File: src/rtl/event_byte_serializer_pkg.sv
// Shared types for the event byte serializer slice.
// Optional marker byte is enabled by defining SER_SYNC_MARKER_EN.
package lost_ser_pkg;

  typedef enum logic [1:0] {
    IDLE,
    SYNC,
    SEND
  } ser_state_t;

  localparam int BYTES_PER_WORD = 8;
  localparam int SEL_W = 3;
  localparam logic [7:0] DEF_SYNC_BYTE = 8'hA5;

  function automatic logic [7:0] word_byte(
    input logic [63:0] w,
    input logic [SEL_W-1:0] k
  );
    return w[{k, 3'b000} +: 8];
  endfunction

endpackage

File: src/rtl/event_byte_serializer_if.sv
// Record-in / byte-out handshake bundle for the serializer.
// slave is the serializer side, master the producer/sink side.
interface event_byte_serializer_if;

  logic [63:0] in_word;
  logic in_valid;
  logic in_ready;
  logic [7:0] out_byte;
  logic out_valid;
  logic out_ready;

  modport slave (
    input  in_word,
    input  in_valid,
    input  out_ready,
    output in_ready,
    output out_byte,
    output out_valid
  );

  modport master (
    output in_word,
    output in_valid,
    output out_ready,
    input  in_ready,
    input  out_byte,
    input  out_valid
  );

endinterface

File: src/rtl/event_byte_serializer_word_fifo2.sv
// Two-entry 64-bit record FIFO with synchronous flush.
// Caller must not push when full nor pop when empty.
module word_fifo2 (
  input  logic clk,
  input  logic rst_n,
  input  logic flush,
  input  logic push,
  input  logic [63:0] din,
  input  logic pop,
  output logic [63:0] dout,
  output logic full,
  output logic empty
);

  logic [63:0] mem [2];
  logic wp;
  logic rp;
  logic [1:0] cnt;

  assign full = cnt == 2'd2;
  assign empty = cnt == 2'd0;
  assign dout = mem[rp];

  always_ff @(posedge clk or negedge rst_n) begin
    if (!rst_n) begin
      mem[0] <= '0;
      mem[1] <= '0;
      wp <= 1'b0;
      rp <= 1'b0;
      cnt <= 2'd0;
    end else if (flush) begin
      wp <= 1'b0;
      rp <= 1'b0;
      cnt <= 2'd0;
    end else begin
      if (push) begin
        mem[wp] <= din;
        wp <= ~wp;
      end
      if (pop) rp <= ~rp;
      cnt <= cnt + {1'b0, push} - {1'b0, pop};
    end
  end

endmodule

File: src/rtl/event_byte_serializer.sv
// Buffers 64-bit event records and streams them LSB byte first.
// Define SER_SYNC_MARKER_EN to prefix each record with SYNC_BYTE.
module event_byte_serializer
  import lost_ser_pkg::*;
#(
  parameter logic [7:0] SYNC_BYTE = DEF_SYNC_BYTE,
  parameter int unsigned CNT_W = 16
) (
  input  logic clk,
  input  logic rst_n,
  input  logic flush,
  event_byte_serializer_if.slave bus,
  output logic [SEL_W-1:0] byte_sel,
  output logic busy,
  output logic [CNT_W-1:0] word_count
);

`ifdef SER_SYNC_MARKER_EN
  localparam bit MARK = 1'b1;
  localparam ser_state_t FIRST = SYNC;
`else
  localparam bit MARK = 1'b0;
  localparam ser_state_t FIRST = SEND;
`endif

  ser_state_t state;
  logic [63:0] cur_word;
  logic [63:0] head;
  logic [7:0] obyte;
  logic ovld;
  logic full;
  logic empty;
  logic push;
  logic pop;
  logic hs;
  logic last;

  assign bus.in_ready = !full && !flush;
  assign bus.out_byte = obyte;
  assign bus.out_valid = ovld;

  assign push = bus.in_valid && !full && !flush;
  assign hs = ovld && bus.out_ready;
  assign last = byte_sel == SEL_W'(BYTES_PER_WORD - 1);
  assign busy = (state != IDLE) || !empty;

  // Reload straight from the FIFO on the last byte so records run back to back.
  assign pop = !flush && !empty &&
               ((state == IDLE) ||
                (state == SEND && hs && last));

  word_fifo2 u_fifo (
    .clk   (clk),
    .rst_n (rst_n),
    .flush (flush),
    .push  (push),
    .din   (bus.in_word),
    .pop   (pop),
    .dout  (head),
    .full  (full),
    .empty (empty)
  );

  always_ff @(posedge clk or negedge rst_n) begin
    if (!rst_n) begin
      state <= IDLE;
      cur_word <= '0;
      obyte <= '0;
      ovld <= 1'b0;
      byte_sel <= '0;
      word_count <= '0;
    end else if (flush) begin
      state <= IDLE;
      ovld <= 1'b0;
      byte_sel <= '0;
    end else begin
      if (state == SEND && hs && last)
        word_count <= word_count + CNT_W'(1);
      if (pop) begin
        cur_word <= head;
        byte_sel <= '0;
        ovld <= 1'b1;
        state <= FIRST;
        obyte <= MARK ? SYNC_BYTE : head[7:0];
      end else begin
        unique case (state)
          IDLE: ;
`ifdef SER_SYNC_MARKER_EN
          SYNC: begin
            if (hs) begin
              state <= SEND;
              obyte <= cur_word[7:0];
            end
          end
`endif
          SEND: begin
            if (hs) begin
              if (last) begin
                state <= IDLE;
                ovld <= 1'b0;
              end else begin
                byte_sel <= byte_sel + SEL_W'(1);
                obyte <= word_byte(cur_word, byte_sel + SEL_W'(1));
              end
            end
          end
          default: begin
            state <= IDLE;
            ovld <= 1'b0;
          end
        endcase
      end
    end
  end

endmodule

File: src/flat_wrapper.sv
// flat-port wrapper written by rule: the top's interface ports become plain ports
module event_byte_serializer_flat import lost_ser_pkg::*;
#(
  parameter logic [7:0] SYNC_BYTE = DEF_SYNC_BYTE,
  parameter int unsigned CNT_W = 16
)
  (clk, rst_n, flush, byte_sel, busy, word_count, bus_in_word, bus_in_valid, bus_out_ready, bus_in_ready, bus_out_byte, bus_out_valid);
  event_byte_serializer_if bus_i ();
  input  logic clk;
  input  logic rst_n;
  input  logic flush;
  output logic [SEL_W-1:0] byte_sel;
  output logic busy;
  output logic [CNT_W-1:0] word_count;
  input wire logic [$bits(bus_i.in_word)-1:0] bus_in_word;
  input wire logic [$bits(bus_i.in_valid)-1:0] bus_in_valid;
  input wire logic [$bits(bus_i.out_ready)-1:0] bus_out_ready;
  output wire logic [$bits(bus_i.in_ready)-1:0] bus_in_ready;
  output wire logic [$bits(bus_i.out_byte)-1:0] bus_out_byte;
  output wire logic [$bits(bus_i.out_valid)-1:0] bus_out_valid;
  assign bus_i.in_word = bus_in_word;
  assign bus_i.in_valid = bus_in_valid;
  assign bus_i.out_ready = bus_out_ready;
  assign bus_in_ready = bus_i.in_ready;
  assign bus_out_byte = bus_i.out_byte;
  assign bus_out_valid = bus_i.out_valid;
  event_byte_serializer #(.SYNC_BYTE(SYNC_BYTE), .CNT_W(CNT_W)) u_core (.clk(clk), .rst_n(rst_n), .flush(flush), .bus(bus_i), .byte_sel(byte_sel), .busy(busy), .word_count(word_count));
endmodule
File: config.mk
export PLATFORM = sky130hd
export DESIGN_NAME = event_byte_serializer_flat
export DESIGN_NICKNAME = d
export VERILOG_FILES = /design/src/rtl/event_byte_serializer_pkg.sv /design/src/rtl/event_byte_serializer_if.sv /design/src/rtl/event_byte_serializer_word_fifo2.sv /design/src/rtl/event_byte_serializer.sv /design/src/flat_wrapper.sv
export SDC_FILE = /design/constraint.sdc
export NUM_CORES = 1
export LEC_CHECK = 0
export CAP_MARGIN = 0
export CORE_ASPECT_RATIO = 2
export CORE_UTILIZATION = 40
export DETAILED_ROUTE_END_ITERATION = 16
export PLACE_DENSITY = 0.69
export SYNTH_ARGS = -nofsm -noshare
export SYNTH_HDL_FRONTEND = slang
export SYNTH_SLANG_ARGS = --single-unit
export TNS_END_PERCENT = 100
File: constraint.sdc
create_clock -name clk -period 2.59 [get_ports clk]
set_clock_uncertainty 0.15 [all_clocks]
set_input_delay 0.6475 -clock clk [delete_from_list [all_inputs] [get_ports clk]]
set_output_delay 0.6475 -clock clk [all_outputs]
set_load 0.03 [all_outputs]
==> Word-level counts from Yosys, hierarchy flattened <==
Cells that the tools add are included.
{ "totals": {"regBits": 226, "output_inout_bits": 30, "wordCells": 91} }
{ "op_classes": {"add_sub_neg": 4, "magnitude_cmp": 3, "n_eq_ne": 8, "shifts": 1, "muxes": 30, "bitwise": 5, "reduce_logical": 29} }
{ "op_table": {"columns": ["op", "count"], "rows": [
  ["64-bit 2-to-1 mux", 4],
  ["128-bit bitwise mux", 1],
  ["64-bit demux with 1-bit select", 1],
  ["64-bit by 7-bit variable part select with 8-bit output", 1],
  ["8-bit 2-to-1 mux", 4],
  ["16-bit by 1-bit adder with 16-bit output, second input constant", 1],
  ["3-bit 2-to-1 mux", 5],
  ["2-bit 2-to-1 mux", 5],
  ["2-bit nonzero test", 5],
  ["1-bit logical AND", 9],
  ["1-bit 2-to-1 mux", 8],
  ["4-bit by 3-bit != test with 1-bit output, second input constant", 2],
  ["3-bit != test, second input constant", 2],
  ["2-bit AND reduction", 3],
  ["3-bit AND reduction", 2],
  ["3-bit nonzero test", 2],
  ["2-bit == test, second input constant", 2],
  ["2-bit greater-or-equal comparator, second input constant", 2],
  ["2-bit logical NOT", 2],
  ["1-bit inverter with 2-bit output", 2],
  ["2-bit case mux with 2 select lines", 1],
  ["4-bit AND reduction", 1],
  ["3-bit by 1-bit adder with 3-bit output, second input constant", 1],
  ["3-bit == test, second input constant", 1],
  ["8 further kinds", 13]
]} }

==> Depth between registers and ports, before layout <==
{ "depth": {"word_depth": 7, "depth_mapped": 13, "ltp_nobuf": 11} }

==> Cells and area by module <==
A second synthesis with hierarchy kept.
{ "unflattened": {"hier_cells": 781, "hier_area_um2": 10288.6} }
{ "modules_own_cells": {"columns": ["mod", "n_inst", "cells_each", "area_each_um2"], "rows": [
  ["word_fifo2", 1, 360, 6058.3],
  ["event_byte_serializer", 1, 421, 4230.3]
]} }

==> Least setup slack after synthesis <==
Ideal clock, no wire load.
{ "synth_timing": {"path_kind": "flip-flop to flip-flop", "start": "reg u_core.byte_sel[0]", "end": "reg u_core.u_fifo.cnt[1]", "setup_time_ns": 0.121, "arrival_ns": 2.454, "required_ns": 2.319, "slack_ns": -0.135, "path_stages_with_launch": 14, "synth_period_minus_slack_ns": 2.725, "path_cell_list": "dfrtp_1 ha_1 ha_1 a21boi_2 or2_4 buf_6 clkinv_4 buf_4 ha_1 inv_1 ha_1 xor2_1 xnor2_1 nor2_1"} }
{ "synth_between": {"elab_chain_len": 6} }
{ "synth_lines": {"columns": ["element", "line_no", "source"], "rows": [
  ["start: declaration", "event_byte_serializer.sv:13", "output logic [SEL_W-1:0] byte_sel,"],
  ["start signal: assignment", "event_byte_serializer.sv:102", "byte_sel <= byte_sel + SEL_W'(1);"],
  ["3-bit == test", "event_byte_serializer.sv:44", "assign last = byte_sel == SEL_W'(BYTES_PER_WORD - 1);"],
  ["1-bit logical AND", "event_byte_serializer.sv:50", "(state == SEND && hs && last));"],
  ["1-bit logical OR", "event_byte_serializer.sv:49", "((state == IDLE) ||"],
  ["1-bit logical AND", "event_byte_serializer.sv:48", "assign pop = !flush && !empty &&"],
  ["2-bit by 1-bit subtractor with 2-bit output", "event_byte_serializer_word_fifo2.sv:41", "cnt <= cnt + {1'b0, push} - {1'b0, pop};"],
  ["2-bit 2-to-1 mux", "event_byte_serializer_word_fifo2.sv:31", "end else if (flush) begin"],
  ["end signal: assignment", "event_byte_serializer_word_fifo2.sv:41", null],
  ["end: declaration", "event_byte_serializer_word_fifo2.sv:18", "logic [1:0] cnt;"]
]} }
Every way passes these cells.
A chain may end at the register's enable or synchronous reset.

==> Worst setup path after layout <==
{ "layout_timing": {"start": "in flush", "end": "out bus_in_ready"} }
{ "layout_between": {"elab_chain_len": 2} }
{ "layout_lines": {"columns": ["element", "line_no", "source"], "rows": [
  ["start: declaration", "flat_wrapper.sv:11", "input logic flush;"],
  ["1-bit logical NOT", "event_byte_serializer.sv:38", "assign bus.in_ready = !full && !flush;"],
  ["1-bit logical AND", "event_byte_serializer.sv:38", null],
  ["end: declaration", "flat_wrapper.sv:18", "output wire logic [$bits(bus_i.in_ready)-1:0] bus_in_ready;"]
]} }
Every way passes these cells.

==> results.md <==
- Status: completed
- Hold WC Path Type: flop to flop
- Kind of critical path: primary input to output port
- Total Wirelength: 20.0 mm
- Clock tree from TritonCTS: done
- Syn_nets: 793
- All-Layer GR Usage: 0.170
- Cell Area, Synth: 9780 sq um
- Max clock buf depth: 3
- Cell area power density: 1090 nW/um^2
- Minimum clock period: 2.52 ns
- Main synth FF type: dfrtp_1
- P&R area growth vs syn: 21.6%
- Mean post-synth cell area: 13.6 sq um
- TritonCTS Buffers: 20
- DP Cell Count: 1,089
- Setup crit end kind: output port
- Cell taking the most area after synthesis: dfrtp_1
- Post-DP HPWL: 14.1 mm
- CP max FO: 6
- Synth async-reset ratio: 1.00
- Post-layout instance area: 11,900 sq um
- Total negative slack: 0 ns
- Largest cells by area after synthesis: dfrtp_1 (57%), mux2_2 (13%), mux2i_1 (7.4%), o21ai_0 (2.9%), nand2_1 (2.9%)
- Routability Congestion: 0.765
- Max Clock Freq: 397 MHz
- I/O Pins: 99
- First-pass GRT wire length: 33.4 mm
- Core Box Area: 23,900 sq um
- Ant diodes: 0
- Library cells used by synthesis: 42
- RSZ-0062 raised after global routing: no
- Final Core Density: 0.497
- Vias in the first global route: 6,250
- Non-Filler Instances: 1,126
- WL per Instance: 17.8 um
- Initial antenna violation count: 0
- Post-route ant nets: 0
- Maximum vdd drop: 0.000558 V
- Number of remaining DRC errors: 0
- Initial DRC count: 231
- Drt via density: 5.21
- GRT overflow: 0
- R2r setup slk: 0.35 ns
- Largest net degree at the start of global routing: 121
- TritonCTS Sinks: 224
- Slowest CP cell: clkdlybuf4s50_1
- Most frequent cells after synthesis: dfrtp_1 (224), mux2_2 (115), nand2_1 (76)
- Cells after Synth: 719
- Initial Util: 0.409
- Final cycle utilization of the critical path: 0.972
- Final net count: 899
- CTS H-tree lvls: 1
- Filler cells: 2,070
- Crit start category: primary input
- Yosys warning count: 0
- Maxcap violations: 0
- Die Y: 223 um
- Vias: 5,861
- Cell breakdown of the critical path: clkdlybuf4s50_1 -> buf_4 -> and2b_1 -> buf_4
- Post-synth EDFFs: 0
- Site Rows: 80
- # setup viols final: 0
- Pleak: 5.11 nW
- Layout cells sized above 1: 0.240
- #FFs+latches synth: 224
- Post-synthesis sequential area ratio: 0.573
- Synth top area share: 0.573
- DR pass1 iterations: 4
- Required time of the critical path: 1.79 ns
- Slew headroom: 0.538
- Hold Violations, Final: 0
- Slew @ Worst Pin: 0.693 ns
- Critical Path Max Stage Delay: 0.45 ns
- Die Wd: 113 um
- Clk_lat worst skew: 0.51 ns
- Die footprint: 25,100 sq um
- Clock transition at path regs: 0.07 ns
- Max Slew Vio Count: 0
- Placed inst area: 11,200 sq um
- Critical path arrival: 1.72 ns
- Most frequent CP cell: buf_4
- CTS Root Buffer Type: clkbuf_16
- Top-count cell post-synth: dfrtp_1
- IO Port Bufs: 98
path summary, 6_finish.rpt:
| path | from | to | cells past startpoint |
|---|---|---|---|
| min | u_core.word_count[15]$_DFFE_PN0P_ | u_core.word_count[15]$_DFFE_PN0P_ | 1 |
| max reg2reg | u_core.byte_sel[1]$_DFFE_PN0P_ | u_core.u_fifo.cnt[1]$_DFF_PN0_ | 11 |
| max in group asynchronous | rst_n | u_core.u_fifo.mem[81]$_DFFE_PN0P_ | 3 |
| min in group asynchronous | rst_n | u_core.u_fifo.mem[113]$_DFFE_PN0P_ | 2 |
| min reg2reg | u_core.word_count[15]$_DFFE_PN0P_ | u_core.word_count[15]$_DFFE_PN0P_ | 1 |
| max | flush | bus_in_ready | 4 |
placed cells by master (no fill, tap or decap), types with 2 or more instances in the layout:
master and count:
a21oi_1 20, a22o_1 9, and4_1 3, buf_12 12, buf_4 17, bufinv_16 2
clkbuf_1 3, clkbuf_16 21, clkbuf_8 6, clkdlybuf4s50_1 94, clkinv_2 3, dfrtp_1 220
dfrtp_2 3, dlygate4sd2_1 2, ha_1 3, inv_1 3, mux2_1 13, mux2_2 115
mux2i_1 72, mux4_1 7, mux4_2 9, nand2_1 76, nand2b_1 2, nand3_1 5
nand4_1 3, nand4b_1 2, nor2_1 15, nor3_2 2, o21ai_0 57, xnor2_1 11
xor2_1 7
cell type report:
type                    count  area (sq um)  area share
flip-flops and latches    224          5610       0.472
well taps                 287           359      0.0302
repair buffers            127          1350       0.114
clock buffers              30           619      0.0521
clock inverters             6          83.8     0.00705
inverters                   4          20.0     0.00168
multi-input cells         448          3850       0.323
per-stage QoR:
step           hold slack [ns]  power (mW)  setup WS (ns)
6_report                 0.324        13.0         0.0731
5_1_grt                  0.349        13.8         0.0188
4_1_cts                  0.329        13.2         0.0604
3_5_place_dp             0.315        10.0        -0.0647
3_3_place_gp             0.305        9.82        -0.0421
2_1_floorplan            0.202        8.70        0.00775
registers in the layout (all words and copies together), names as in the netlist:
name                 count
u_core.u_fifo.mem      128
u_core.cur_word         64
u_core.word_count       16
u_core.bus.out_byte      8
u_core.byte_sel          3
u_core.u_fifo.cnt        2
u_core.state             1
u_core.u_fifo.rp         1
u_core.u_fifo.wp         1
critical path, delay by kind of cell:
| kind | cells | cell delay (ns) |
|---|---|---|
| AND/OR/NAND/NOR | 1 | 0.26 |
| buffers and inverters | 3 | 0.81 |
repair_timing:
action | CTS | global route
setup buffers | 0 | 0
hold buffers | 1 | 0
endpoints found under the hold margin | 65 | 0
gates resized for setup | 3 | 0
endpoints found under the setup margin | 3 | 0
power by group:
part	internal, mW	total, mW	switching [mW]
Sequential	5.06	6.02	0.962
Combinational	2.12	3.83	1.72
Clock	1.86	3.14	1.28
Total	9.04	13.0	3.96
per-layer routing:
layer	track usage	share of wire
met1	0.204	0.41
met2	0.302	0.52
met3	0.0198	0.027
met4	0.0778	0.036
met5	0	0
kinds of logic (layout without fill, tap and decap cells):
logic type                 Yosys count  in the layout  share of synthesized area
muxes                              216            216                      0.261
xor gates and xnor gates            18             18                     0.0161
buffers and inverters               47            167                     0.0349
adders and majority gates            5              5                    0.00640
DFF                                224            224                      0.573
and+or+nand+nor                    120            120                     0.0582
AOI/OAI and AO/OA                   89             89                     0.0504
Note: power is estimated with default switching activity, not from simulation.
